$ cat config.mk
export PLATFORM = sky130hd
export DESIGN_NAME = thermo_expand_flat
export DESIGN_NICKNAME = d
export VERILOG_FILES = /design/src/rtl/thermo_expand_if.sv /design/src/rtl/thermo_expand.sv /design/src/flat_wrapper.sv
export SDC_FILE = /design/constraint.sdc
export NUM_CORES = 1
export LEC_CHECK = 0
export ABC_AREA = 1
export BUFFER_PORTS_ARGS = -buffer_cell sky130_fd_sc_hd__buf_2
export CAP_MARGIN = 40
export CORE_MARGIN = 3
export CORE_UTILIZATION = 54
export CTS_CLUSTER_SIZE = 16
export DETAILED_ROUTE_END_ITERATION = 10
export HOLD_SLACK_MARGIN = 0.15
export PLACE_DENSITY = 0.89
export SLEW_MARGIN = 0
export SYNTH_ARGS = -nofsm -noshare
export SYNTH_HDL_FRONTEND = slang
export SYNTH_SLANG_ARGS = --single-unit
$ cat constraint.sdc
create_clock -name clk -period 1.8 [get_ports clk]
set_input_delay 0.45 -clock clk [delete_from_list [all_inputs] [get_ports clk]]
set_output_delay 0.45 -clock clk [all_outputs]
set_load 0.03 [all_outputs]
$ cat src/rtl/thermo_expand_if.sv
// thermo_expand_if: count-in / thermometer-out valid-ready handshake bundle
interface thermo_expand_if #(
  parameter int DATA_W = 10,
  parameter int POS_W  = $clog2(DATA_W + 1)
);
  logic              in_valid;
  logic              in_ready;
  logic [POS_W-1:0]  in_count;
  logic              out_valid;
  logic              out_ready;
  logic [DATA_W-1:0] out_data;
  logic              out_sat;
  modport master (
    output in_valid, in_count, out_ready,
    input  in_ready, out_valid, out_data, out_sat
  );
  modport slave (
    input  in_valid, in_count, out_ready,
    output in_ready, out_valid, out_data, out_sat
  );
endinterface

$ cat src/rtl/thermo_expand.sv
// thermo_expand: serial count-to-thermometer expander with saturation flag
module thermo_expand #(
  parameter int DATA_W = 10,
  parameter int POS_W  = $clog2(DATA_W + 1)
) (
  input logic            clk,
  input logic            rst,
  thermo_expand_if.slave bus
);
  typedef enum logic [1:0] {IDLE, BUILD, DONE} state_t;
  state_t            r_state;
  state_t            w_next;
  logic [POS_W-1:0]  r_rem;
  logic [POS_W-1:0]  r_idx;
  logic [DATA_W-1:0] r_sr;
  logic              r_sat;
  logic              w_accept;
  logic              w_last;
  logic              w_over;
  assign w_accept      = (r_state == IDLE) && bus.in_valid;
  assign w_last        = r_idx == POS_W'(DATA_W - 1);
  assign w_over        = bus.in_count > POS_W'(DATA_W);
  assign bus.in_ready  = r_state == IDLE;
  assign bus.out_valid = r_state == DONE;
  assign bus.out_data  = bus.out_valid ? r_sr : '0;
  assign bus.out_sat   = bus.out_valid & r_sat;
  // state register
  always_ff @(posedge clk)
    r_state <= rst ? IDLE : w_next;
  // next state: accept in IDLE, fixed-length build, hold result until taken
  always_comb begin
    w_next = IDLE;
    w_next = (r_state == IDLE)  ? (w_accept ? BUILD : IDLE) :
             (r_state == BUILD) ? (w_last ? DONE : BUILD) :
             (r_state == DONE)  ? (bus.out_ready ? IDLE : DONE) : IDLE;
  end
  // datapath: latch clamped count, then shift ones in from the top
  always_ff @(posedge clk) begin
    if (rst) begin
      r_rem <= '0;
      r_idx <= '0;
      r_sr  <= '0;
      r_sat <= 1'b0;
    end else if (w_accept) begin
      r_rem <= w_over ? POS_W'(DATA_W) : bus.in_count;
      r_sat <= w_over;
      r_idx <= '0;
      r_sr  <= '0;
    end else if (r_state == BUILD) begin
      r_sr  <= {r_rem != '0, r_sr[DATA_W-1:1]};
      r_rem <= r_rem - POS_W'(r_rem != '0);
      r_idx <= r_idx + POS_W'(1);
    end
  end
endmodule

$ cat src/flat_wrapper.sv
// flat-port wrapper written by rule: the top's interface ports become plain ports
module thermo_expand_flat 
#(
  parameter int DATA_W = 10,
  parameter int POS_W  = $clog2(DATA_W + 1)
)
  (clk, rst, bus_in_valid, bus_in_count, bus_out_ready, bus_in_ready, bus_out_valid, bus_out_data, bus_out_sat);
  thermo_expand_if #(.DATA_W(DATA_W), .POS_W(POS_W)) bus_i ();
  input logic clk;
  input logic rst;
  input wire logic [$bits(bus_i.in_valid)-1:0] bus_in_valid;
  input wire logic [$bits(bus_i.in_count)-1:0] bus_in_count;
  input wire logic [$bits(bus_i.out_ready)-1:0] bus_out_ready;
  output wire logic [$bits(bus_i.in_ready)-1:0] bus_in_ready;
  output wire logic [$bits(bus_i.out_valid)-1:0] bus_out_valid;
  output wire logic [$bits(bus_i.out_data)-1:0] bus_out_data;
  output wire logic [$bits(bus_i.out_sat)-1:0] bus_out_sat;
  assign bus_i.in_valid = bus_in_valid;
  assign bus_i.in_count = bus_in_count;
  assign bus_i.out_ready = bus_out_ready;
  assign bus_in_ready = bus_i.in_ready;
  assign bus_out_valid = bus_i.out_valid;
  assign bus_out_data = bus_i.out_data;
  assign bus_out_sat = bus_i.out_sat;
  thermo_expand #(.DATA_W(DATA_W), .POS_W(POS_W)) u_core (.clk(clk), .rst(rst), .bus(bus_i));
endmodule
Word-level counts from Yosys, hierarchy flattened

Index checks and enable logic that the tools add are counted.
Widths: inputs -> output; s select.

Order comparisons: 1
Equality and inequality tests: 3
$add $sub $neg: 2
Bitwise gates (word level): 1
Multiplexer cells: 10
Reduce and logical (&&, ||, !) cells: 5

Operator list:

| kind                | count |
|---|---|
| $mux 4              | 3 |
| $mux 10             | 1 |
| $mux 2              | 5 |
| $add 4x1->4 const B | 1 |
| $eq 4x4->1 const B  | 1 |
| $gt 4x4->1 const B  | 1 |
| $reduce_bool 4->1   | 1 |
| $sub 4x1->4         | 1 |
| $eq 2x1->1 const B  | 1 |
| $eq 2x2->1 const B  | 1 |
| $logic_not 2->1     | 1 |
| $reduce_bool 2->1   | 1 |
| $reduce_or 2->1     | 1 |
| $and 1x1->1         | 1 |
| $logic_and 1x1->1   | 1 |
| $mux 1              | 1 |

Logic and storage cells: 27
Output and inout port bits: 13
Register bits: 21
Input port bits: 8

Depth between registers and ports, before layout

Gate-level depths: netlist of run 1.

Depth in word-level cells: 4
Gate-level depth with buffers: 10

Worst setup path before layout of run 1

Ideal clock, no wire load.

Path type: flip-flop to output port
Start point: reg u_core.r_state[1]
End point: out bus_out_data[0]
Stages on the path, launching flop included: 6
Arrival: 1.583 ns
Setup slack: -0.233 ns
Cell sequence: dfxtp_1 > inv_2 > nor2_1 > inv_2 > buf_2 > nor2_1

Cells in the longest elaborated chain, start to end: 2

RTL lines:

| element                  | RTL line            | text |
|---|---|---|
| start: declaration       | thermo_expand.sv:11 | `state_t r_state;` |
| start signal: assignment | thermo_expand.sv:29 | `r_state <= rst ? IDLE : w_next;` |
| $eq 2x2->1               | thermo_expand.sv:24 | `assign bus.out_valid = r_state == DONE;` |
| named net bus_out_valid  | flat_wrapper.sv:15  | `output wire logic [$bits(bus_i.out_valid)-1:0] bus_out_valid;` |
| $mux 10                  | thermo_expand.sv:25 | `assign bus.out_data = bus.out_valid ? r_sr : '0;` |
| end: declaration         | flat_wrapper.sv:16  | `output wire logic [$bits(bus_i.out_data)-1:0] bus_out_data;` |

The timed path passes the listed nets, and every way through them passes these cells.

Worst setup path in the final report of run 1

Start point: reg u_core.r_state[1]
End point: out bus_out_data[7]

Cells in the longest elaborated chain, start to end: 2

RTL lines:

| element    | RTL line |
|---|---|
| $eq 2x2->1 | thermo_expand.sv:24 |
| $mux 10    | thermo_expand.sv:25 |

No other way between the ends.

==> results of run 1 <==
per-layer routing:
layer,track usage,up-vias
met5,0,-
met4,0.0611,0
met2,0.368,5
li1,-,536
met1,0.232,460
met3,0.0344,4
sequential cells by signal (all words and copies together), names as in the netlist:
register / count
u_core.r_rem: 4
u_core.r_sr: 10
u_core.r_state: 2
u_core.r_idx: 4
u_core.r_sat: 1
what timing repair did:
action	4_1_cts	5_1_grt
endpoints found under the setup margin	6	10
buffers inserted	0	0
gates cloned	0	0
resized for setup	2	5
hold buffers	0	0
layout make-up:
cell class                      count  share of cell area
Sequential cell                    21               0.330
Clock inverter                      1             0.00391
Timing Repair Buffer               20              0.0820
Clock buffer                        3              0.0176
Tap cell                           25              0.0244
Multi-Input combinational cell    107               0.441
Inverter                           33               0.101
where the power goes:
part | internal (mW) | switching (mW)
Combinational | 0.0616 | 0.108
Clock | 0.0828 | 0.144
Sequential | 0.483 | 0.0152
how the worst max path moves through the flow:
stage / start / endpoint / slack (ns) / depth (start not counted)
2_1_floorplan: u_core.r_state[1]$_SDFF_PP0_ / bus_out_data[0] / -0.06 / 5
3_3_place_gp: u_core.r_state[1]$_SDFF_PP0_ / bus_out_data[9] / 0.37 / 5
3_5_place_dp: u_core.r_rem[1]$_SDFFE_PP0P_ / u_core.r_rem[2]$_SDFFE_PP0P_ / 0.29 / 10
4_1_cts: u_core.r_state[1]$_SDFF_PP0_ / bus_out_data[7] / 0.05 / 5
5_1_grt: u_core.r_state[1]$_SDFF_PP0_ / bus_out_data[2] / 0.0005 / 5
6_report: u_core.r_state[1]$_SDFF_PP0_ / bus_out_data[7] / 0.1 / 5
cell families after synthesis:
kind of cell    count (synthesis)  share of synthesized area
simple gates                   80                      0.301
buf+inv                        37                      0.140
compound gates                 22                      0.138
flops                          21                      0.370
fa+ha+maj                       4                     0.0440
xor+xnor                        1                    0.00770
synthesized netlist by cell type, types with 2 or more instances:
| master | instances | area share |
|---|---|---|
| a21oi_1 | 6 | 0.026 |
| a21oi_2 | 9 | 0.069 |
| buf_2 | 2 | 0.0088 |
| buf_6 | 2 | 0.020 |
| dfxtp_1 | 21 | 0.37 |
| ha_1 | 4 | 0.044 |
| inv_1 | 28 | 0.092 |
| inv_2 | 4 | 0.013 |
| nand2_1 | 46 | 0.15 |
| nand2_4 | 3 | 0.030 |
| nand3_1 | 5 | 0.022 |
| nor2_1 | 22 | 0.073 |
==> flow_metrics.tcl, run 1 <==
set metrics [dict create \
    num-nets-final 198 \
    cp_cell_sequence "inv_2, nor2_4, inv_4, nor2_1, buf_2" \
    yosys_warnings 0 \
    crit_buf_inv 3 \
    cts-root-buf "clkbuf_4" \
    crit_path_end_kind "output pin" \
    cp.arrival_ns 1.25 \
    min_period_ns 1.70 \
    floorplan.initialDensity 0.612 \
    multiInputGateArea_um2 566 \
    via_count 1005 \
    cap_violations 0 \
    grt_first_pass_wirelength_um 4130 \
    synth_seq_area_share 0.370 \
    ir_worst_vdd_uv 589 \
    fmax_mhz 588 \
    finalWirelength_um 2220 \
    syn_inst 165 \
    worstPathRequired_ns 1.35 \
    fin_crit_sh 0.945 \
    synthArstFlopShare 0 \
    clk_pin_slew_ns 0.12 \
    clk_latency_ns 0.30 \
    rrSetupSlack_ns 0.28 \
    min_path_cells 2 \
    dieWidth_um 51.9 \
    first_pass_iters 4 \
    p_total_mw 0.895 \
    final.setup.tns_ns 0 \
    hold_slack_ns 0.388 \
    via_per_inst 4.79 \
    syn_area_um2 1140 \
    num_io_pins 21 \
    clk_path_buf_depth 2 \
    grt_max_degree 16 \
    die_h_um 51.9 \
    gp_congestion 0.768 \
    core_area_um2 1860 \
    wl_met1_um 985 \
    p_leak_nw 0.565 \
    drc 0 \
    cts_tree "built" \
    layout_common_cells "nand2_1 (46), inv_1 (28), nor2_1 (21)" \
    num-fill-cells 165 \
    reg2reg_to "u_core.r_rem[2]$_SDFFE_PP0P_" \
    slew_headroom 0.828 \
    stdcell_area_um2 1280 \
    synth_ff_type "dfxtp_1" \
    fin_skew_ns 0.00465 \
    layout_commonest_cell "nand2_1" \
    status "completed" \
    numCtsBuffers 3 \
    place_inst 206 \
    clkSinkCount 21 \
    grt_pass1_vias 1020 \
    max_stage_delay_ns 0.38 \
    holdPathEnd "u_core.r_rem[3]$_SDFFE_PP0P_" \
    fin_ws_ns 0.0992 \
    powerDensity_nw_per_um2 699 \
    synth_cell_types 25 \
    grt_overflow 0 \
    crit_path_start_kind "register" \
    avgSynthCellArea_um2 6.89 \
    grt_util_all_layers 0.200 \
    hold_viol 0 \
    tightest_slew_ns 0.258 \
    synth_seq_cells 21 \
    antennaDiodeCount 0 \
    antenna_found_initial 0 \
    worst_r2r_path_depth 10 \
    cpMaxStageDelayCell "dfxtp_2" \
    hpwl_um 1710 \
    dp_slack_ns 0.285 \
    die_area_um2 2690 \
    wl_met3_um 32 \
    r2r-start "u_core.r_rem[1]$_SDFFE_PP0P_" \
    rsz0062_at_grt "false" \
    row_count 15 \
    drive_gt1_frac 0.254 \
    path_class "register to output pin" \
    antenna_left 0 \
    wl_met2_um 1180 \
    h-tree-depth 1 \
    area_growth_pct 12.7 \
    setup_viol_count_final 0 \
    synth_nets 177 \
    wl_per_cell_um 10.6 \
    path_max_fanout 12 \
    synth_edf_count 0 \
    fin_util 0.690 \
    critPathTopFamily "flip-flops" \
    fin_cells 210 \
    dr.max_layer_used "met4" \
    port-buffer-count 20 \
    ff_latch_area_um2 423 \
    drtIter0Drc 19 \
    maxSlewViolCount 0 \
    place_area_um2 1240 \
    worstHoldPathType "primary input to register" \
    min_from "rst" \
]
Note: power is estimated with default switching activity, not from simulation.
==> inputs of run 2 (changes only) <==
--- a/config.mk
+++ b/config.mk
@@ -14,6 +14,7 @@
 export DETAILED_ROUTE_END_ITERATION = 10
 export HOLD_SLACK_MARGIN = 0.15
 export PLACE_DENSITY = 0.89
+export REMOVE_ABC_BUFFERS = 1
 export SLEW_MARGIN = 0
 export SYNTH_ARGS = -nofsm -noshare
 export SYNTH_HDL_FRONTEND = slang
==> flow_metrics.tcl, run 2 (synthesized netlist as in run 1, its figures left out) <==
set metrics [dict create \
    grt_util_all_layers 0.197 \
    worstPathRequired_ns 1.35 \
    cap_violations 0 \
    hpwl_um 1750 \
    fin_crit_sh 1.00 \
    die_area_um2 2690 \
    top_regs "u_core.r_sr x10, u_core.r_idx x4, u_core.r_rem x4" \
    row_count 15 \
    layout_commonest_cell "nand2_1" \
    setup_viol_count_final 2 \
    cp.arrival_ns 1.36 \
    largest_register "u_core.r_sr" \
    rsz0062_at_grt "true" \
    port-buffer-count 20 \
    place_inst 206 \
    finalWirelength_um 2360 \
    via_count 1048 \
    clkSinkCount 21 \
    drive_gt1_frac 0.266 \
    antenna_found_initial 0 \
    largest_register_ffs 10 \
    hold_slack_ns 0.391 \
    clk_path_buf_depth 2 \
    via_per_inst 4.92 \
    violations "setup timing" \
    worstHoldPathType "primary input to register" \
    first_pass_iters 4 \
    grt_overflow 0 \
    crit_path_start_kind "register" \
    cts_tree "built" \
    drc 0 \
    fin_ws_ns -0.00697 \
    gp_congestion 0.807 \
    cts.hold.buffers_added 0 \
    core_area_um2 1860 \
    slew_headroom 0.814 \
    place_area_um2 1240 \
    h-tree-depth 1 \
    tightest_slew_ns 0.279 \
    p_total_mw 0.894 \
    die_h_um 51.9 \
    num-nets-final 201 \
    powerDensity_nw_per_um2 673 \
    hold_viol 0 \
    num_io_pins 21 \
    antenna_left 0 \
    grt_max_degree 16 \
    fin_skew_ns 0.00567 \
    p_leak_nw 0.574 \
    wl_per_cell_um 11.1 \
    crit_path_end_kind "output pin" \
    fin_cells 213 \
    final.setup.tns_ns -0.0112 \
    path_class "register to output pin" \
    grt_pass1_vias 1001 \
    clk_latency_ns 0.31 \
    cts-root-buf "clkbuf_4" \
    path_max_fanout 6 \
    antennaDiodeCount 0 \
    drtIter0Drc 28 \
    min_period_ns 1.81 \
    fin_util 0.715 \
    grt_first_pass_wirelength_um 3910 \
    area_growth_pct 16.8 \
    layout_common_cells "nand2_1 (46), inv_1 (28), nor2_1 (21)" \
    dp_slack_ns 0.255 \
    maxSlewViolCount 0 \
    floorplan.initialDensity 0.612 \
    num-fill-cells 154 \
    fmax_mhz 553 \
    status "finished with violations" \
    ir_worst_vdd_uv 477 \
    numCtsBuffers 3 \
    stdcell_area_um2 1330 \
    dieWidth_um 51.9 \
    clk_pin_slew_ns 0.11 \
]
## run 2: cell count changes in the layout (fill, tap and decap cells not counted), sizes merged
cell,change
buf,+3
clkbuf,-1
clkinvlp,+1
## run 2: worst max-delay path, stage by stage, from the launching register on
cell,delay [ns]
dfxtp_4,0.39
inv_4,0.05
nor2_4,0.14
clkinvlp_4,0.17
nor2_1,0.13
buf_4,0.17
## run 2: worst paths after layout
path,start,to,slack (ns),cells past startpoint
worst max register to register,u_core.r_rem[1]$_SDFFE_PP0P_,u_core.r_rem[2]$_SDFFE_PP0P_,0.24,10
worst min register to register,u_core.r_sr[0]$_SDFFE_PP0P_,u_core.r_sr[0]$_SDFFE_PP0P_,0.49,2
worst max-delay path,u_core.r_state[1]$_SDFF_PP0_,bus_out_data[2],-0.007,5
worst min-delay path,rst,u_core.r_state[1]$_SDFF_PP0_,0.39,2
## run 2: power breakdown
part           switching [mW]  internal [mW]
Clock                   0.144         0.0831
Sequential             0.0145          0.481
Combinational           0.110         0.0614
Total                   0.268          0.626
## run 2: layer usage
| metal | GRT usage | up-vias | part of all wire |
|---|---|---|---|
| met2 | 0.370 | 21 | 0.53 |
| met5 | 0 | - | 0 |
| met3 | 0.0516 | 4 | 0.037 |
| met1 | 0.190 | 480 | 0.41 |
| met4 | 0.114 | 0 | 0.018 |
| li1 | - | 543 | - |
## run 2: timing repair
action                                  4_1_cts  5_1_grt
endpoints found under the setup margin       11       11
buffers inserted                              0        2
resized for setup                             5       21
cloned                                        0        1
## run 2: cell type report
type	count	area [um^2]	share of cell area
timing repair buffer	22	143	0.107
tap	25	31.3	0.0235
timing repair inverter	1	7.51	0.00565
clock buffer	3	22.5	0.0169
inverter	33	129	0.0970
clock inverter	1	5.00	0.00377
multi-input combinational	107	566	0.426
sequential	21	425	0.320
